### config.mk
export PLATFORM = sky130hd
export DESIGN_NAME = bmp_stream_loader
export DESIGN_NICKNAME = d
export VERILOG_FILES = /design/src/rtl/bmp_stream_loader_pkg.sv /design/src/rtl/bmp_hdr_parser.sv /design/src/rtl/bmp_stream_loader.sv
export SDC_FILE = /design/constraint.sdc
export NUM_CORES = 1
export LEC_CHECK = 0
export ABC_AREA = 1
export CAP_MARGIN = 20
export CORE_UTILIZATION = 44
export CTS_CLUSTER_DIAMETER = 30
export DETAILED_ROUTE_END_ITERATION = 6
export PLACE_DENSITY = 0.61
export RECOVER_POWER = 25
export SYNTH_ARGS = -nofsm -noshare
export SYNTH_HDL_FRONTEND = slang
export SYNTH_SLANG_ARGS = --single-unit
### constraint.sdc
create_clock -name clk_sys -period 19.92 [get_ports clk_sys]
set_input_delay 2.988 -clock clk_sys [delete_from_list [all_inputs] [get_ports clk_sys]]
set_output_delay 2.988 -clock clk_sys [all_outputs]
set_load 0.01 [all_outputs]
### src/rtl/bmp_stream_loader_pkg.sv
// rtl/bmp_stream_loader_pkg.sv - shared states, error codes and BMP header byte offsets
package bmp_stream_loader_pkg;

    typedef enum logic [2:0] {
        ST_IDLE,
        ST_HEADER,
        ST_SKIP,
        ST_PIXEL,
        ST_DONE,
        ST_ERROR
    } state_t;

    localparam logic [2:0] ERR_NONE    = 3'd0;
    localparam logic [2:0] ERR_SIG     = 3'd1;
    localparam logic [2:0] ERR_WIDTH   = 3'd2;
    localparam logic [2:0] ERR_HEIGHT  = 3'd3;
    localparam logic [2:0] ERR_BPP     = 3'd4;
    localparam logic [2:0] ERR_OFFSET  = 3'd5;
    localparam logic [2:0] ERR_OVERRUN = 3'd6;
    localparam logic [2:0] ERR_TRUNC   = 3'd7;

    localparam logic [4:0] HDR_OFF_POS = 5'd10;
    localparam logic [4:0] HDR_W_POS   = 5'd18;
    localparam logic [4:0] HDR_H_POS   = 5'd22;
    localparam logic [4:0] HDR_BPP_POS = 5'd28;
    localparam logic [4:0] HDR_H_LAST  = 5'd25;
    localparam logic [4:0] HDR_LAST    = 5'd29;

    localparam logic [15:0] BMP_SIG    = 16'h4D42;
    localparam logic [31:0] MIN_OFFSET = 32'd30;

    function automatic logic [31:0] abs32(input logic [31:0] v);
        return v[31] ? (~v + 32'd1) : v;
    endfunction

endpackage

### src/rtl/bmp_hdr_parser.sv
// rtl/bmp_hdr_parser.sv - captures little-endian BMP header fields and validates them
// Optional feature: BMP_STREAM_LOADER_ALPHA_EN admits 32 bpp files.
module bmp_hdr_parser
    import bmp_stream_loader_pkg::*;
#(
    parameter int MAX_W = 512,
    parameter int MAX_H = 312
) (
    input  logic        clk_i,
    input  logic        rst_i,
    input  logic        clear_i,
    input  logic        capture_i,
    input  logic [4:0]  addr_i,
    input  logic [7:0]  byte_i,
    output logic [31:0] offset_o,
    output logic [15:0] width_o,
    output logic [15:0] height_o,
    output logic        height_neg_o,
    output logic [15:0] bpp_o,
    output logic        valid_o,
    output logic [2:0]  errcode_o
);

    logic [15:0] sig_q, sig_d;
    logic [31:0] off_q, off_d;
    logic [31:0] w_q, w_d;
    logic [31:0] h_q, h_d;
    logic [15:0] bpp_q, bpp_d;
    logic [31:0] abs_h;
    logic        bpp_ok;

    // Outputs are the next-state view so the byte being accepted is already visible.
    always_comb begin
        sig_d = sig_q;
        off_d = off_q;
        w_d   = w_q;
        h_d   = h_q;
        bpp_d = bpp_q;
        if (capture_i) begin
            case (addr_i)
                5'd0:                 sig_d[7:0]    = byte_i;
                5'd1:                 sig_d[15:8]   = byte_i;
                HDR_OFF_POS:          off_d[7:0]    = byte_i;
                HDR_OFF_POS + 5'd1:   off_d[15:8]   = byte_i;
                HDR_OFF_POS + 5'd2:   off_d[23:16]  = byte_i;
                HDR_OFF_POS + 5'd3:   off_d[31:24]  = byte_i;
                HDR_W_POS:            w_d[7:0]      = byte_i;
                HDR_W_POS + 5'd1:     w_d[15:8]     = byte_i;
                HDR_W_POS + 5'd2:     w_d[23:16]    = byte_i;
                HDR_W_POS + 5'd3:     w_d[31:24]    = byte_i;
                HDR_H_POS:            h_d[7:0]      = byte_i;
                HDR_H_POS + 5'd1:     h_d[15:8]     = byte_i;
                HDR_H_POS + 5'd2:     h_d[23:16]    = byte_i;
                HDR_H_POS + 5'd3:     h_d[31:24]    = byte_i;
                HDR_BPP_POS:          bpp_d[7:0]    = byte_i;
                HDR_BPP_POS + 5'd1:   bpp_d[15:8]   = byte_i;
                default: ;
            endcase
        end
    end

    always_ff @(posedge clk_i or posedge rst_i) begin
        if (rst_i) begin
            sig_q <= '0;
            off_q <= '0;
            w_q   <= '0;
            h_q   <= '0;
            bpp_q <= '0;
        end else if (clear_i) begin
            sig_q <= '0;
            off_q <= '0;
            w_q   <= '0;
            h_q   <= '0;
            bpp_q <= '0;
        end else begin
            sig_q <= sig_d;
            off_q <= off_d;
            w_q   <= w_d;
            h_q   <= h_d;
            bpp_q <= bpp_d;
        end
    end

    assign abs_h = abs32(h_d);

`ifdef BMP_STREAM_LOADER_ALPHA_EN
    assign bpp_ok = (bpp_d == 16'd24) || (bpp_d == 16'd32);
`else
    assign bpp_ok = (bpp_d == 16'd24);
`endif

    always_comb begin
        errcode_o = ERR_NONE;
        if (sig_d != BMP_SIG)                             errcode_o = ERR_SIG;
        else if ((w_d == 32'd0) || (w_d > 32'(MAX_W)))    errcode_o = ERR_WIDTH;
        else if ((abs_h == 32'd0) || (abs_h > 32'(MAX_H))) errcode_o = ERR_HEIGHT;
        else if (!bpp_ok)                                 errcode_o = ERR_BPP;
        else if (off_d < MIN_OFFSET)                      errcode_o = ERR_OFFSET;
    end

    assign valid_o      = (errcode_o == ERR_NONE);
    assign offset_o     = off_d;
    assign width_o      = w_d[15:0];
    assign height_o     = abs_h[15:0];
    assign height_neg_o = h_d[31];
    assign bpp_o        = bpp_d;

endmodule

### src/rtl/bmp_stream_loader.sv
// rtl/bmp_stream_loader.sv - streams a BMP download into 32-bit SDRAM pixel writes
// Optional feature: BMP_STREAM_LOADER_ALPHA_EN enables 32 bpp (alpha) files.
module bmp_stream_loader
    import bmp_stream_loader_pkg::*;
#(
    parameter int ADDR_W      = 22,
    parameter int STRIDE_LOG2 = 9,
    parameter int MAX_W       = 512,
    parameter int MAX_H       = 312
) (
    input  logic              clk_sys,
    input  logic              reset,
    input  logic              ioctl_download,
    input  logic              ioctl_wr,
    input  logic [24:0]       ioctl_addr,
    input  logic [7:0]        ioctl_dout,
    output logic              wr_req,
    input  logic              wr_ack,
    output logic [ADDR_W-1:0] wr_addr,
    output logic [31:0]       wr_data,
    output logic              loaded,
    output logic [15:0]       img_w,
    output logic [15:0]       img_h,
    output logic [2:0]        err
);

    state_t            state_q;
    logic              wr_q, dl_q, armed_q;
    logic              wr_req_q, loaded_q;
    logic [ADDR_W-1:0] wr_addr_q;
    logic [31:0]       wr_data_q;
    logic [15:0]       img_w_q, img_h_q;
    logic [2:0]        err_q;
    logic [15:0]       row_q, col_q;
    logic [1:0]        bidx_q, pad_q;
    logic [23:0]       pix_q;

    logic              dl_rise, dl_fall, byte_stb, pending, hdr_capture;
    logic [31:0]       hdr_offset;
    logic [15:0]       hdr_w, hdr_h, hdr_bpp;
    logic              hdr_neg, hdr_valid;
    logic [2:0]        hdr_err;
    logic              is32, last_byte, last_col, last_row;
    logic [1:0]        last_idx, pad_bytes;
    logic [15:0]       line;
    logic [ADDR_W-1:0] addr_d;
    logic [31:0]       word_d, addr_ext;

    // armed_q blocks a false restart when download is still high as reset releases.
    assign dl_rise     = ioctl_download & ~dl_q & armed_q;
    assign dl_fall     = ~ioctl_download & dl_q;
    assign byte_stb    = ioctl_download & ioctl_wr & ~wr_q;
    assign pending     = wr_req_q ^ wr_ack;
    assign hdr_capture = byte_stb & (state_q == ST_HEADER) & ~dl_rise;

    bmp_hdr_parser #(
        .MAX_W (MAX_W),
        .MAX_H (MAX_H)
    ) u_hdr (
        .clk_i        (clk_sys),
        .rst_i        (reset),
        .clear_i      (dl_rise),
        .capture_i    (hdr_capture),
        .addr_i       (ioctl_addr[4:0]),
        .byte_i       (ioctl_dout),
        .offset_o     (hdr_offset),
        .width_o      (hdr_w),
        .height_o     (hdr_h),
        .height_neg_o (hdr_neg),
        .bpp_o        (hdr_bpp),
        .valid_o      (hdr_valid),
        .errcode_o    (hdr_err)
    );

    // 32 bpp can only get past the parser when the alpha feature is built in.
    assign is32      = (hdr_bpp == 16'd32);
    assign last_idx  = is32 ? 2'd3 : 2'd2;
    assign pad_bytes = is32 ? 2'd0 : hdr_w[1:0];
    assign last_byte = (bidx_q == last_idx);
    assign last_col  = (col_q == hdr_w - 16'd1);
    assign last_row  = (row_q == hdr_h - 16'd1);
    assign line      = hdr_neg ? row_q : (hdr_h - 16'd1 - row_q);
    assign addr_d    = (ADDR_W'(line) << STRIDE_LOG2) + ADDR_W'(col_q);
    assign word_d    = is32 ? {ioctl_dout, pix_q} : {8'h00, ioctl_dout, pix_q[15:0]};
    assign addr_ext  = {7'd0, ioctl_addr};

    always_ff @(posedge clk_sys or posedge reset) begin
        if (reset) begin
            state_q   <= ST_IDLE;
            wr_q      <= 1'b0;
            dl_q      <= 1'b0;
            armed_q   <= 1'b0;
            wr_req_q  <= 1'b0;
            wr_addr_q <= '0;
            wr_data_q <= '0;
            loaded_q  <= 1'b0;
            img_w_q   <= '0;
            img_h_q   <= '0;
            err_q     <= ERR_NONE;
            row_q     <= '0;
            col_q     <= '0;
            bidx_q    <= '0;
            pad_q     <= '0;
            pix_q     <= '0;
        end else begin
            wr_q <= ioctl_wr;
            dl_q <= ioctl_download;
            if (!ioctl_download) armed_q <= 1'b1;

            if (dl_rise) begin
                state_q  <= ST_HEADER;
                loaded_q <= 1'b0;
                err_q    <= ERR_NONE;
                row_q    <= '0;
                col_q    <= '0;
                bidx_q   <= '0;
                pad_q    <= '0;
            end else if (dl_fall && (state_q == ST_HEADER || state_q == ST_SKIP
                                     || state_q == ST_PIXEL)) begin
                err_q   <= ERR_TRUNC;
                state_q <= ST_ERROR;
            end else begin
                case (state_q)
                    ST_HEADER: if (byte_stb) begin
                        if (ioctl_addr == {20'd0, HDR_H_LAST}) begin
                            img_w_q <= hdr_w;
                            img_h_q <= hdr_h;
                        end
                        if (ioctl_addr == {20'd0, HDR_LAST}) begin
                            if (!hdr_valid) begin
                                err_q   <= hdr_err;
                                state_q <= ST_ERROR;
                            end else if (addr_ext + 32'd1 == hdr_offset) begin
                                state_q <= ST_PIXEL;
                            end else begin
                                state_q <= ST_SKIP;
                            end
                        end
                    end
                    ST_SKIP: if (byte_stb && addr_ext == hdr_offset - 32'd1) begin
                        state_q <= ST_PIXEL;
                    end
                    ST_PIXEL: if (byte_stb) begin
                        if (pad_q != 2'd0) begin
                            pad_q <= pad_q - 2'd1;
                        end else if (!last_byte) begin
                            pix_q[{bidx_q, 3'b000} +: 8] <= ioctl_dout;
                            bidx_q <= bidx_q + 2'd1;
                        end else begin
                            bidx_q <= '0;
                            if (pending) begin
                                err_q   <= ERR_OVERRUN;
                                state_q <= ST_ERROR;
                            end else begin
                                wr_addr_q <= addr_d;
                                wr_data_q <= word_d;
                                wr_req_q  <= ~wr_req_q;
                                if (last_col) begin
                                    col_q <= '0;
                                    row_q <= row_q + 16'd1;
                                    pad_q <= pad_bytes;
                                    if (last_row) state_q <= ST_DONE;
                                end else begin
                                    col_q <= col_q + 16'd1;
                                end
                            end
                        end
                    end
                    ST_DONE: if (!pending) loaded_q <= 1'b1;
                    default: ;
                endcase
            end
        end
    end

    assign wr_req  = wr_req_q;
    assign wr_addr = wr_addr_q;
    assign wr_data = wr_data_q;
    assign loaded  = loaded_q;
    assign img_w   = img_w_q;
    assign img_h   = img_h_q;
    assign err     = err_q;

endmodule

After elaboration in Yosys (flattened, before gate mapping)

Cells that the tools add are included.

Logic and storage cells: 224
Bits of input ports: 38
Register bits: 285
Output and inout bits: 91

Order comparisons: 3
Reduce and logical (&&, ||, !) cells: 30
$add $sub $neg: 12
Shifts and indexed selects: 2
Bitwise logic cells: 18
Mux-type cells: 95
Equality and inequality tests: 43

Operator list:

| kind                                                            | count |
|---|---|
| 2-to-1 mux 16 bit                                               | 20 |
| 2-to-1 mux 32 bit                                               | 8 |
| 2-to-1 mux 8 bit                                                | 16 |
| 2-to-1 mux 3 bit                                                | 26 |
| zero test 32 bit                                                | 2 |
| equality test 25 x 5 -> 1 bit, second input constant            | 2 |
| equality test 5 bit, second input constant                      | 10 |
| adder 16 x 1 -> 16 bit, second input constant                   | 2 |
| adder 32 x 1 -> 32 bit, second input constant                   | 1 |
| equality test 16 bit                                            | 2 |
| equality test 25 x 32 -> 1 bit                                  | 1 |
| equality test 26 x 32 -> 1 bit                                  | 1 |
| greater-than comparator 32 x 10 -> 1 bit, second input constant | 1 |
| greater-than comparator 32 x 9 -> 1 bit, second input constant  | 1 |
| less-than comparator 32 x 5 -> 1 bit, second input constant     | 1 |
| NOT 32 bit                                                      | 1 |
| subtractor 16 x 1 -> 16 bit, second input constant              | 2 |
| subtractor 32 x 1 -> 32 bit, second input constant              | 1 |
| 2-to-1 mux 2 bit                                                | 15 |
| adder 25 x 1 -> 26 bit, second input constant                   | 1 |
| bitwise mux 24 bit                                              | 1 |
| variable shift 8 x 7 -> 24 bit, first input constant            | 1 |
| variable part select 8 x 7 -> 24 bit                            | 1 |
| adder 22 x 16 -> 22 bit                                         | 1 |
| 41 further kinds                                                | 85 |

Logic depth before layout (Yosys ltp)

Depth in word-level cells: 21
Mapped depth: 39
Mapped depth without buffers: 38

By module

A second synthesis with hierarchy kept.

Cells, all modules: 2,815
Area, all modules: 19,229.7 um^2

By module, submodules not included:

| module            | instances | sequential area each (um^2) | cells each | area an instance (um^2) |
|---|---|---|---|---|
| bmp_stream_loader | 1         | 3,928.8                     | 1,706      | 11,762.5 |
| bmp_hdr_parser    | 1         | 3,203.1                     | 1,109      | 7,467.2 |

Worst setup path before layout

No wires, ideal clock.

Kind: in2reg
Start: input ioctl_addr[2]
End: register wr_addr_q[21], in the netlist wr_addr[21]
Slack: 12.243 ns
Cell stages on the path: 33
Buffers on the path: 3
Required time: 19.796 ns
Library setup time: 0.124 ns
Data arrival time: 7.553 ns
Path through: buf_4 inv_1 nand4_1 o21ai_0 nand2_1 nand2_1 clkbuf_1 clkbuf_1 nor2_1 xor2_1 ha_1 or2_2 nand2_1 ha_1 a21oi_1 nand2_1 xnor2_1 o21ai_0 ha_1 inv_1 o21ai_0 a21oi_1 o21bai_1 nand2_1 nand2_1 nand2_1 nor2_1 inv_1 nor2_1 nand2_1 nor2_1 xor2_1 a21oi_1

Cells in the longest elaborated chain, start to end: 10
Elaborated cells on any way between the ends: 23
Those cells by class: add/sub: 4; eq/ne: 7; mux: 10; bitwise: 1; reduce/logical: 1

RTL lines:

| what                        | line                        | RTL |
|---|---|---|
| start, declared             | bmp_stream_loader.sv:15     | `input logic [24:0] ioctl_addr,` |
| equality test 5 bit         | bmp_hdr_parser.sv:40        | `case (addr_i)` |
| 2-to-1 mux 8 bit            | bmp_hdr_parser.sv:40        |  |
| 2-to-1 mux 32 bit           | bmp_hdr_parser.sv:39        | `if (capture_i) begin` |
| NOT 32 bit                  | bmp_stream_loader_pkg.sv:33 | `return v[31] ? (~v + 32'd1) : v;` |
| adder 32 x 1 -> 32 bit      | bmp_stream_loader_pkg.sv:33 |  |
| 2-to-1 mux 32 bit           | bmp_stream_loader_pkg.sv:33 |  |
| subtractor 16 x 1 -> 16 bit | bmp_stream_loader.sv:82     | `assign line = hdr_neg ? row_q : (hdr_h - 16'd1 - row_q);` |
| subtractor 13 bit           | bmp_stream_loader.sv:82     |  |
| 2-to-1 mux 13 bit           | bmp_stream_loader.sv:82     |  |
| adder 22 x 16 -> 22 bit     | bmp_stream_loader.sv:83     | `assign addr_d = (ADDR_W'(line) << STRIDE_LOG2) + ADDR_W'(col_q);` |
| end signal, assigned        | bmp_stream_loader.sv:155    | `wr_addr_q <= addr_d;` |
| end, declared               | bmp_stream_loader.sv:30     | `logic [ADDR_W-1:0] wr_addr_q;` |

Parallel ways exist; a longest one is shown, timed or not.
A chain may end at the register's enable or synchronous reset.

Final worst setup path

Start: input ioctl_download
End: register wr_addr_q[21], in the netlist wr_addr[21]

Cells in the longest elaborated chain, start to end: 12
Elaborated cells on any way between the ends: 24
Those cells by class: add/sub: 4; eq/ne: 2; mux: 5; bitwise: 11; reduce/logical: 2

RTL lines:

| what                                              | line                                             | RTL |
|---|---|---|
| start, declared                                   | bmp_stream_loader.sv:13                          | `input logic ioctl_download,` |
| AND 1 bit, on equally long branches (2 in series) | bmp_stream_loader.sv:52, bmp_stream_loader.sv:50 |  |
| AND 1 bit / NOT 1 bit (equally long branches)     | n/a                                              |  |
| AND 1 bit                                         | bmp_stream_loader.sv:54                          | `assign hdr_capture = byte_stb & (state_q == ST_HEADER) & ~dl_rise;` |
| 2-to-1 mux 32 bit                                 | bmp_hdr_parser.sv:39                             |  |
| NOT 32 bit                                        | bmp_stream_loader_pkg.sv:33                      |  |
| adder 32 x 1 -> 32 bit                            | bmp_stream_loader_pkg.sv:33                      |  |
| 2-to-1 mux 32 bit                                 | bmp_stream_loader_pkg.sv:33                      |  |
| subtractor 16 x 1 -> 16 bit                       | bmp_stream_loader.sv:82                          |  |
| subtractor 13 bit                                 | bmp_stream_loader.sv:82                          |  |
| 2-to-1 mux 13 bit                                 | bmp_stream_loader.sv:82                          |  |
| adder 22 x 16 -> 22 bit                           | bmp_stream_loader.sv:83                          |  |

Parallel ways exist; a longest one is shown, timed or not.

==> results by group <==
Clock network
  • Clk Tree Root Cell: clkbuf_16
  • H-tree levels: 3
  • Clock latency on the worst-skew pair: 0.60 ns
  • CTS tree: done
  • Deepest clock path buffer count: 3
  • Post CTS Setup Buffer Count: 0
  • Sink Count: approximately 290
  • Hold Buf Count CTS: 0
  • Reg clk slew, reported paths: around 0.040 ns
  • Num CTS Buffers: between 70 and 80
  • Resized cells post-CTS: 0

Drt
  • Initial DRC Count: 1657
  • TritonRoute pass-1 iters: 6
  • DR vias: between 15000 and 20000
  • WL final: approximately 62000 microns
  • Vias/cell: about 5.3
  • DR DRC count: 0
  • Wire per inst: 17.1 microns
  • Post-DRT Antenna Nets: 0

Status
  • Failing checks: max-capacitance violations, max-slew violations
  • Status: complete, but fails checks

Setup path
  • Slowest stage delay, CP: 0.66 ns
  • Worst setup EP type: flip-flop
  • Crit path kind: input port to flip-flop
  • CP dominant cell by count: nand2_1
  • Critical Path Source Type: input port
  • Worst path slowest cell: nand3_2
  • Critical Path RT: a little over 20 ns
  • CP Max Fanout: 64
  • Worst Path Arrival: around 9.4 ns

STA
  • Max Slew Vio Count: around 120
  • Final clock skew: between 0.02 and 0.025 ns
  • Fin. Hold Viols: 0
  • Final min period: 8.93 ns
  • RSZ-0062 raised after global routing: false
  • F_max: ~0.11 GHz
  • Hold slack: 0.477 ns
  • Setup violators final: 0
  • Setup TNS: 0 ns
  • Fin crit share: between 40 and 50%
  • Tightest Pin Transition: 5.47 ns
  • Slew headroom: -266%

Global route
  • Initial antenna violation count: 1
  • Busiest grt layer: met2
  • Vias in the first global route: between 15000 and 20000
  • Gr ovfl total: 0
  • Largest net degree at the start of global routing: around 160
  • Routing usage on met3: 4.66%
  • Tot GR Track Use: around 29%
  • GRT met2 Usage: 44.5%
  • First-pass GRT wire length: 99500 microns
  • Met1 Use GR: roughly two fifths

Power and ir drop
  • Switching pwr: roughly 0.9 mW
  • Peak supply drop: between 0.08 and 0.09 mV
  • Clock power share: roughly 51%
  • Comb pwr share: around a quarter
  • Seq pwr share: approximately a quarter
  • Pwr Total: 2.65 mW
  • Int Power: 1.78 mW
  • PD cells: roughly 110 nW/um^2
  • Switch share: 33.1%
  • Lkg Pwr: 12.5 nW

Final layout
  • Layout cell share with drive strength beyond 1: roughly 6.8%
  • Net total in the final layout: 3083
  • Layout area overhead: 24.1%
  • Diodes inserted: 0
  • Post-route design area: approximately 24000 sq um
  • Most frequent cells in the layout: 954 x nand2_1, 410 x nor2_1, 286 x inv_1, 285 x dfrtp_1, 213 x o21ai_0
  • Fillers: between 4000 and 5000
  • Commonest non-fill, non-tap cell in the layout: nand2_1

Yosys
  • Distinct cells, synth: between 50 and 60
  • Top cell type by total area after synthesis: dfrtp_1
  • Synth Area per Inst: 6.61 sq um
  • Mapped cell area: 19000 sq um
  • Top post-synthesis cells by area: dfrtp_1 37%, nand2_1 19%, nor2_1 8.1%, inv_1 5.7%, o21ai_0 5.6%
  • Synthesis Warnings: 0
  • #FFs+latches synth: around 290
  • Post-synth EDFFs: 0
  • Top FF cell, synth: dfrtp_1
  • Async set-reset flop share out of synthesis: between 90% and 100%
  • Syn Nets: just under 3000
  • Syn Inst Count: between 2000 and 3000
  • Share of the synthesized area in the top cell type: between 30 and 40%
  • Sequential-to-total area share from yosys stat: between 30 and 40%

Floorplanning
  • Die Y-Extent: approximately 210 microns
  • Core Box Area: approximately 42000 sq um
  • FP Rows: 75
  • Die ar.: approximately 44000 sq um
  • Initial Util: between 40% and 50%
  • I/O pins: roughly 130
  • Die X: roughly 210 microns

Placement
  • DP Area: 20800 sq um
  • Routability Congestion: ~0.94
  • DPL Wire Length: between 40000 and 50000 microns
  • # port buffers: between 100 and 150

Job
  • Number of max-cap violations: 1

Hold path
  • Worst min path class: flip-flop to flip-flop
[area by class of cell]
| cell class | count | area [sq um] | share of cell area [%] |
|---|---|---|---|
| Clock buffer | 96 | 2140 | 9.06 |
| Clock inverter | 43 | 679 | 2.88 |
| Inverter | 299 | 1130 | 4.77 |
| Multi-Input combinational cell | 2195 | 10300 | 43.8 |
| Sequential cell | 285 | 7130 | 30.2 |
| Tap cell | 577 | 722 | 3.06 |
| Timing Repair Buffer | 153 | 1480 | 6.27 |
[power groups by stage]
stage	combinational (mW)	clock, mW	sequential, mW
floorplan	0.499	0	0.629
global placement	0.668	0	0.634
CTS	0.680	1.36	0.627
finish	0.685	1.34	0.628
detailed placement	0.673	0	0.635
global route	0.776	1.39	0.630
[final timing paths]
kind	startpoint	end	slack (ns)	cells past startpoint
setup / recovery	ioctl_download	wr_addr[21]	10.99	35
hold / removal	img_w[12]	img_w[12]	0.48	2
setup reg to reg	dl_q	wr_addr[21]	13.66	35
hold reg to reg	img_w[12]	img_w[12]	0.48	2
max in group asynchronous	reset	wr_data[6]	12.96	2
min in group asynchronous	reset	wr_addr[2]	4.56	2
[through the flow]
stage          worst slack [ns]  cells  util (%)
2_1_floorplan              9.07   2879         -
3_3_place_gp              10.61   3509      49.2
3_5_place_dp              10.51   3509      49.2
4_1_cts                   11.10   3648      55.8
5_1_grt                   10.31   3648      55.8
6_report                  10.99   3648      55.8
[worst max-delay path: cells and delay by family]
family | cells | cell delay, ns
xor+xnor | 2 | 0.29
fa+ha+maj | 2 | 0.58
compound gates | 6 | 0.94
simple gates | 18 | 2.66
buf+inv | 7 | 1.86
[state kept, by name, indices dropped and copies added (netlist names)]
register	flops
loaded	1
err	3
armed_q	1
u_hdr.sig_q	16
wr_q	1
wr_addr	22
img_h	16
pad_q	2
state_q	3
wr_data	32
u_hdr.off_q	32
pix_q	24
dl_q	1
wr_req	1
img_w	16
u_hdr.w_q	32
row_q	16
u_hdr.h_q	32
col_q	16
bidx_q	2
u_hdr.bpp_q	16
[metal layers]
| layer | share of wire (%) | vias up |
|---|---|---|
| li1 | - | 9468 |
| met1 | 47 | 9048 |
| met2 | 45 | 581 |
| met3 | 5.8 | 100 |
| met4 | 2.4 | 0 |
| met5 | 0 | - |
[cell usage after synthesis, types with 3 or more instances]
library cell / number
a21oi_1: 54
a22oi_1: 3
buf_1: 6
buf_2: 24
buf_4: 7
clkbuf_1: 60
clkinv_1: 6
dfrtp_1: 285
ha_1: 32
inv_1: 288
inv_2: 5
mux2i_1: 9
nand2_1: 955
nand2_2: 5
nand3_1: 209
nand3_2: 3
nand3b_1: 9
nand4_1: 71
nor2_1: 410
nor2_2: 9
nor2_4: 5
nor3_1: 36
nor4_1: 11
o21ai_0: 213
o21ai_1: 11
o21ai_2: 3
o21bai_1: 3
o22ai_1: 3
o31ai_1: 11
o31ai_2: 4
or2_2: 8
xnor2_1: 14
xor2_1: 78
[kinds of logic (layout without fill, tap and decap cells)]
family                     Yosys count  count (layout)  share of synthesized area [%]
and+or+nand+nor                   1741            1741                           38.1
buffers and inverters              399             591                           8.25
AOI/OAI and AO/OA                  317             317                           8.98
DFF                                285             285                           37.5
xor gates and xnor gates            94              94                           4.47
adders and majority gates           34              34                           2.31
muxes                                9               9                          0.473
Power figures use the tool's default switching activity.
